<file path="config.mk">
export PLATFORM = sky130hd
export DESIGN_NAME = pipeline_stall_ctrl
export DESIGN_NICKNAME = d
export VERILOG_FILES = /design/src/rtl/pipeline_stall_ctrl.sv
export SDC_FILE = /design/constraint.sdc
export NUM_CORES = 1
export LEC_CHECK = 0
export CAP_MARGIN = 15
export CORE_MARGIN = 4
export CORE_UTILIZATION = 32
export DETAILED_ROUTE_END_ITERATION = 10
export PLACE_DENSITY = 0.82
export SYNTH_ARGS = -nofsm -noshare
export SYNTH_HDL_FRONTEND = slang
export SYNTH_SLANG_ARGS = --single-unit
</file>
<file path="constraint.sdc">
create_clock -name clk -period 1.43 [get_ports clk]
set_input_delay 0.286 -clock clk [delete_from_list [all_inputs] [get_ports clk]]
set_output_delay 0.286 -clock clk [all_outputs]
set_load 0.05 [all_outputs]
</file>
<file path="src/rtl/pipeline_stall_ctrl.sv">
// Stall/flush sequencer for the 5-stage pipeline: load-use stalls, mult/div EXE freeze,
// branch flushes and a sticky break/syscall halt. Define STALL_PERF_EN to add stall/flush counters.
module pipeline_stall_ctrl #(
    parameter int MUL_CYCLES = 4,
    parameter int DIV_CYCLES = 32,
    parameter int CNT_W      = 6
) (
    input  logic        clk,
    input  logic        rst,
    input  logic        hazard_stall,
    input  logic        branch_taken,
    input  logic        md_start,
    input  logic        md_is_div,
    input  logic        halt_req,
    output logic        pc_ena,
    output logic        ifid_ena,
    output logic        ifid_flush,
    output logic        idexe_ena,
    output logic        idexe_bubble,
    output logic        exemem_bubble,
    output logic        md_busy,
    output logic        md_done,
    output logic        halted,
    output logic [31:0] stall_cycles,
    output logic [31:0] flush_count
);

    typedef enum logic [1:0] {
        RUN     = 2'd0,
        MD_WAIT = 2'd1,
        HALT    = 2'd2
    } state_t;

    localparam logic [CNT_W-1:0] MUL_LOAD = CNT_W'(MUL_CYCLES - 2);
    localparam logic [CNT_W-1:0] DIV_LOAD = CNT_W'(DIV_CYCLES - 2);

    state_t           r_state;
    state_t           w_next_state;
    logic [CNT_W-1:0] r_count;
    logic [CNT_W-1:0] w_next_count;
    logic             r_halt_pending;
    logic             w_next_halt_pending;

    always_ff @(posedge clk) begin
        if (rst) begin
            r_state        <= RUN;
            r_count        <= '0;
            r_halt_pending <= 1'b0;
        end else begin
            r_state        <= w_next_state;
            r_count        <= w_next_count;
            r_halt_pending <= w_next_halt_pending;
        end
    end

    // A halt decoded while the front end is frozen is remembered and taken when the mult/div retires.
    always_comb begin
        w_next_state        = r_state;
        w_next_count        = r_count;
        w_next_halt_pending = r_halt_pending;
        case (r_state)
            RUN: begin
                if (md_start) begin
                    w_next_state        = MD_WAIT;
                    w_next_count        = md_is_div ? DIV_LOAD : MUL_LOAD;
                    w_next_halt_pending = r_halt_pending | halt_req;
                end else if (halt_req) begin
                    w_next_state = HALT;
                end
            end
            MD_WAIT: begin
                if (r_count != '0) begin
                    w_next_count        = r_count - CNT_W'(1);
                    w_next_halt_pending = r_halt_pending | halt_req;
                end else begin
                    w_next_state        = r_halt_pending ? HALT : RUN;
                    w_next_halt_pending = 1'b0;
                end
            end
            HALT: begin
                w_next_state = HALT;
            end
            default: begin
                w_next_state        = RUN;
                w_next_count        = '0;
                w_next_halt_pending = 1'b0;
            end
        endcase
    end

    always_comb begin
        pc_ena        = 1'b0;
        ifid_ena      = 1'b0;
        ifid_flush    = 1'b0;
        idexe_ena     = 1'b0;
        idexe_bubble  = 1'b0;
        exemem_bubble = 1'b0;
        md_busy       = 1'b0;
        md_done       = 1'b0;
        halted        = 1'b0;
        if (!rst) begin
            case (r_state)
                RUN: begin
                    if (md_start) begin
                        exemem_bubble = 1'b1;
                        md_busy       = 1'b1;
                    end else if (halt_req) begin
                        pc_ena    = 1'b1;
                        ifid_ena  = 1'b1;
                        idexe_ena = 1'b1;
                    end else if (hazard_stall) begin
                        idexe_ena    = 1'b1;
                        idexe_bubble = 1'b1;
                    end else begin
                        pc_ena     = 1'b1;
                        ifid_ena   = 1'b1;
                        idexe_ena  = 1'b1;
                        ifid_flush = branch_taken;
                    end
                end
                MD_WAIT: begin
                    if (r_count != '0) begin
                        exemem_bubble = 1'b1;
                        md_busy       = 1'b1;
                    end else begin
                        pc_ena    = 1'b1;
                        ifid_ena  = 1'b1;
                        idexe_ena = 1'b1;
                        md_done   = 1'b1;
                    end
                end
                HALT: begin
                    ifid_ena   = 1'b1;
                    ifid_flush = 1'b1;
                    idexe_ena  = 1'b1;
                    halted     = 1'b1;
                end
                default: begin
                    pc_ena = 1'b0;
                end
            endcase
        end
    end

`ifdef STALL_PERF_EN
    logic [31:0] r_stall_cycles;
    logic [31:0] r_flush_count;

    always_ff @(posedge clk) begin
        if (rst) begin
            r_stall_cycles <= '0;
            r_flush_count  <= '0;
        end else begin
            if (!pc_ena) r_stall_cycles <= r_stall_cycles + 32'd1;
            if (ifid_flush) r_flush_count <= r_flush_count + 32'd1;
        end
    end

    // Gated so every output reads zero while reset is held.
    assign stall_cycles = rst ? 32'd0 : r_stall_cycles;
    assign flush_count  = rst ? 32'd0 : r_flush_count;
`else
    assign stall_cycles = 32'd0;
    assign flush_count  = 32'd0;
`endif

endmodule

</file>
==> flow_metrics.tcl, run 1 <==
set metrics [dict create \
    drtPass1Iterations 2 \
    outcome "finished, violations left" \
    dr_total_vias 942 \
    async_flop_share_pct 0 \
    final.setup.tns_ns -2.51 \
    die_area_mm2 0.00451 \
    setup_viol 9 \
    syn_area_mm2 0.00112 \
    rsz0062_at_grt "yes" \
    p_leak_nw 0.820 \
    ys_ff_latch 9 \
    fin_ws_ns -0.425 \
    cp-start-kind "flip-flop" \
    max-vdd-ir-drop_mv 0.590 \
    seq_area_frac_synth_pct 16.1 \
    synth_edf_count 0 \
    hold_class "reg2reg" \
    die_x_um 67.2 \
    gp_congestion 0.754 \
    io_pins 80 \
    grt_max_degree 8 \
    area_growth_pct 52.4 \
    grt_usage_pct 10.9 \
    antenna_found_initial 0 \
    vias_per_cell 3.88 \
    drive_above_1_share_pct 47.7 \
    cts.path.max_buffers 2 \
    die_h_um 67.2 \
    nets 207 \
    syn_avg_cell_area_um2 7.78 \
    synth_warnings 0 \
    place_ws_ns -0.431 \
    worstSetupPathType "reg2out" \
    wirelength_um 2560 \
    dp.cells 232 \
    cts-buffers-inserted 3 \
    cts_sinks 9 \
    cts_max_level 1 \
    final_cell_mix "conb_1 (64), buf_4 (33), buf_12 (9), nor2_1 (7), buf_6 (6)" \
    worstPathMaxFanout 3 \
    wl_per_cell_um 10.6 \
    clk_latency_ns 0.26 \
    initial_core_util_pct 33.3 \
    final.setup_skew_ns 0.000948 \
    yosysUniqueCellTypes 33 \
    root_buffer "clkbuf_4" \
    ant_nets 0 \
    num_rows 21 \
    utilization_pct 50.7 \
    grt_overflow 0 \
    synth_cells 144 \
    max_freq_mhz 539 \
    fin_cells 243 \
    cp_data_required_time_ns 1.14 \
    drtIter0Drc 10 \
    period_needed_ns 1.86 \
    hold_slack_ns 0.469 \
    num_antenna_cells 0 \
    dp_hpwl_um 2020 \
    core_area_mm2 0.00336 \
    tritoncts "done" \
    clk_pin_slew_ns 0.07 \
    grt_first_pass_wirelength_um 3750 \
    drc 0 \
    violations "setup timing" \
    cp-end-kind "output port" \
    arrival_ns 1.57 \
    p_per_area_mw_per_mm2 1310 \
    postCtsHoldBufs 0 \
    drv_slew 0 \
    final_common_cell "conb_1" \
    hold_viol 0 \
    fin_crit_sh_pct 130 \
    ys.flop_type "dfxtp_1" \
    io_buffers 15 \
    grt_pass1_vias 862 \
    max-cap-violations 0 \
]
==> where the power goes <==
group / leakage [nW] / internal [mW] / switching (mW)
combinational: 0.727 / 0.687 / 0.960
clock: 0.0150 / 0.108 / 0.0999
sequential: 0.0776 / 0.317 / 0.0701
==> registers in the layout, summed over array words and instances, names as in the netlist <==
signal / count
r_halt_pending: 1
r_count: 6
r_state: 2
==> synthesized netlist by cell type (2+ instances only) <==
library cell / n / share of area [%]
nor3_1: 3 / 1.3
dfxtp_1: 9 / 16
nand2_1: 2 / 0.67
o21ai_1: 4 / 1.8
a21oi_1: 5 / 2.2
nor2_1: 10 / 3.4
nor3b_1: 2 / 1.3
buf_4: 66 / 44
a211oi_1: 3 / 2.0
a211oi_2: 2 / 2.2
nand2b_1: 4 / 2.2
a221oi_1: 2 / 1.6
inv_1: 8 / 2.7
mux2i_1: 2 / 1.8
ha_1: 2 / 2.2
nor4b_1: 2 / 1.6
nor4_1: 2 / 1.1
==> kinds of logic after synthesis <==
| group | count (synthesis) | share of synthesized area (%) |
|---|---|---|
| compound gates | 20 | 14.3 |
| xor+xnor | 1 | 0.782 |
| fa+ha+maj | 2 | 2.23 |
| buf+inv | 77 | 47.9 |
| flops | 9 | 16.1 |
| mux | 2 | 1.79 |
| other cells | 1 | 0.335 |
| simple gates | 32 | 16.5 |
==> cell type report <==
class | count | area, µm²
multi-input cells | 121 | 852
fillers | 333 | 1660
inverters | 9 | 36.3
repair buffers | 54 | 538
well taps | 46 | 57.6
clock buffers | 4 | 26.3
flip-flops and latches | 9 | 196
==> metal layers <==
layer | up-vias | GRT usage [%] | share of wire (%)
met1 | 439 | 11.9 | 33
met4 | 0 | 2.53 | 0.82
met3 | 2 | 3.66 | 9.5
met5 | - | 0 | 0
li1 | 453 | - | -
met2 | 48 | 20.1 | 57
==> repair_timing <==
action | in CTS | in global routing
buffers inserted | 3 | 5
cloned | 0 | 0
endpoints found under the setup margin | 14 | 14
pin swaps | 12 | 9
resized for setup | 27 | 14
==> per-stage QoR <==
stage | area, µm² | power [mW]
after floorplan | 1500 | 1.51
after global placement | 1530 | 1.81
after detailed placement | 1530 | 1.83
after CTS | 1610 | 2.11
after global routing | 1710 | 2.37
final | 1710 | 2.24
==> critical path, cell delays in order (launching register included) <==
cell	delay, ns
dfxtp_2	0.32
inv_2	0.07
ha_4	0.13
nor2b_4	0.16
nand3_4	0.10
a211oi_4	0.23
or2_4	0.16
buf_12	0.12
==> final timing paths <==
check	start	end	slack, ns	depth (start not counted)
max reg2reg	r_count[3]$_SDFFE_PP0P_	r_count[0]$_SDFFE_PP0P_	0.02	5
max	r_count[1]$_SDFFE_PP0P_	ifid_ena	-0.43	7
min	r_halt_pending$_SDFFE_PP0P_	r_halt_pending$_SDFFE_PP0P_	0.47	2
min reg2reg	r_halt_pending$_SDFFE_PP0P_	r_halt_pending$_SDFFE_PP0P_	0.47	2
(Power assumes the default switching activity.)
==> run 2, diff against run 1 <==
--- a/config.mk
+++ b/config.mk
@@ -10,6 +10,8 @@
 export CORE_UTILIZATION = 32
 export DETAILED_ROUTE_END_ITERATION = 10
 export PLACE_DENSITY = 0.82
+export RECOVER_POWER = 100
+export SKIP_LAST_GASP = 1
 export SYNTH_ARGS = -nofsm -noshare
 export SYNTH_HDL_FRONTEND = slang
 export SYNTH_SLANG_ARGS = --single-unit
==> flow_metrics.tcl, run 2 (synthesis gave the netlist of run 1 again) <==
set metrics [dict create \
    place_ws_ns -0.431 \
    num-fill-cells 331 \
    fin_ws_ns -0.433 \
    hold_class "reg2reg" \
    cts.path.max_buffers 2 \
    io_pins 80 \
    max-vdd-ir-drop_mv 0.609 \
    num_rows 21 \
    dr_total_vias 927 \
    arrival_ns 1.58 \
    utilization_pct 50.4 \
    rsz0062_at_grt "yes" \
    gp_congestion 0.754 \
    p_total_mw 2.21 \
    clockPowerShare_pct 9.5 \
    cp-start-kind "flip-flop" \
    largest_register_ffs 6 \
    switching_share_pct 50.6 \
    largest_registers "r_count x6, r_state x2, r_halt_pending x1" \
    cp-end-kind "output port" \
    root_buffer "clkbuf_4" \
    worstSetupPathType "reg2out" \
    core_area_mm2 0.00336 \
    die_area_mm2 0.00451 \
    initial_core_util_pct 33.3 \
    cts_max_level 1 \
    multiInputGateArea_um2 850 \
    hold_slack_ns 0.469 \
    cts-buffers-inserted 3 \
    area_growth_pct 51.5 \
    final.setup.tns_ns -2.52 \
    ff_latch_area_um2 196 \
    p_int_mw 1.09 \
    drive_above_1_share_pct 46.9 \
    top_register "r_count" \
    drtIter0Drc 9 \
    drtPass1Iterations 2 \
    worstPathMaxFanout 3 \
    power_switching_mw 1.12 \
    tritoncts "done" \
    grt_usage_pct 10.9 \
    wirelength_um 2530 \
    grt_pass1_vias 858 \
    max_freq_mhz 537 \
    period_needed_ns 1.86 \
    clk_pin_slew_ns 0.07 \
    final.setup_skew_ns 0.000596 \
    final_common_cell "conb_1" \
    io_buffers 15 \
    nets 206 \
    antenna_found_initial 0 \
    ant_nets 0 \
    outcome "finished, violations left" \
    comb_power_share_pct 73.0 \
    clk_latency_ns 0.26 \
    setup_viol 9 \
    vias_per_cell 3.83 \
    p_per_area_mw_per_mm2 1300 \
    hold_viol 0 \
    die_x_um 67.2 \
    grt_max_degree 8 \
    grt_overflow 0 \
    grt_first_pass_wirelength_um 3750 \
    max-cap-violations 0 \
    drc 0 \
    fin_crit_sh_pct 130 \
    die_h_um 67.2 \
    p_leak_nw 0.815 \
    violations "setup timing" \
    cp_data_required_time_ns 1.14 \
    dp_hpwl_um 2020 \
    seqPwrFrac_pct 17.5 \
    final_cell_mix "conb_1 (64), buf_4 (32), buf_12 (9), nor2_1 (7), buf_6 (6)" \
    cts_sinks 9 \
    num_antenna_cells 0 \
    wl_per_cell_um 10.5 \
    drv_slew 0 \
]
==> run 2: area by class of cell <==
| type | instances | share of cell area (%) |
|---|---|---|
| Inverter | 9 | 2.14 |
| Timing Repair Buffer | 53 | 31.3 |
| Tap cell | 46 | 3.39 |
| Sequential cell | 9 | 11.6 |
| Clock buffer | 4 | 1.55 |
| Multi-Input combinational cell | 121 | 50.1 |
==> run 2: final timing paths <==
path                               start                     endpoint  slack, ns  depth (start not counted)
min          r_halt_pending$_SDFFE_PP0P_  r_halt_pending$_SDFFE_PP0P_       0.47                          2
min reg2reg  r_halt_pending$_SDFFE_PP0P_  r_halt_pending$_SDFFE_PP0P_       0.47                          2
max              r_count[1]$_SDFFE_PP0P_                     ifid_ena      -0.43                          7
max reg2reg      r_count[4]$_SDFFE_PP0P_      r_count[0]$_SDFFE_PP0P_       0.03                          5
==> run 2: stage by stage <==
stage | area (µm²) | std cells
2_1_floorplan | 1500 | 207
3_3_place_gp | 1530 | 232
5_1_grt | 1700 | 242
3_5_place_dp | 1530 | 232
4_1_cts | 1610 | 239
6_report | 1700 | 242
==> run 2: routing by layer <==
layer	vias up	wire, µm	GRT usage (%)
li1	450	-	-
met1	427	829	11.9
met2	48	1440	20.1
met3	2	245	3.66
met4	0	21	2.53
met5	-	0	0
==> run 2: power by group through the flow <==
stage               sequential (mW)  clock [mW]  combinational [mW]
floorplan                     0.381           0                1.13
global placement              0.383           0                1.42
detailed placement            0.386           0                1.45
CTS                           0.384       0.217                1.51
global route                  0.399       0.231                1.72
finish                        0.387       0.209                1.61
==> run 2: what timing repair did <==
| item | in CTS | in global routing |
|---|---|---|
| hold buffers | 0 | 0 |
| pin swaps | 10 | 9 |
| endpoints found under the setup margin | 14 | 14 |
| resized for setup | 27 | 13 |
| setup buffers | 3 | 4 |
==> run 2: critical path, stage by stage (launching register included) <==
cell and delay, ns:
dfxtp_2 0.33, inv_2 0.07, ha_4 0.13, nor2b_4 0.16
nand3_4 0.11, a211oi_4 0.22, or2_4 0.16, buf_12 0.12
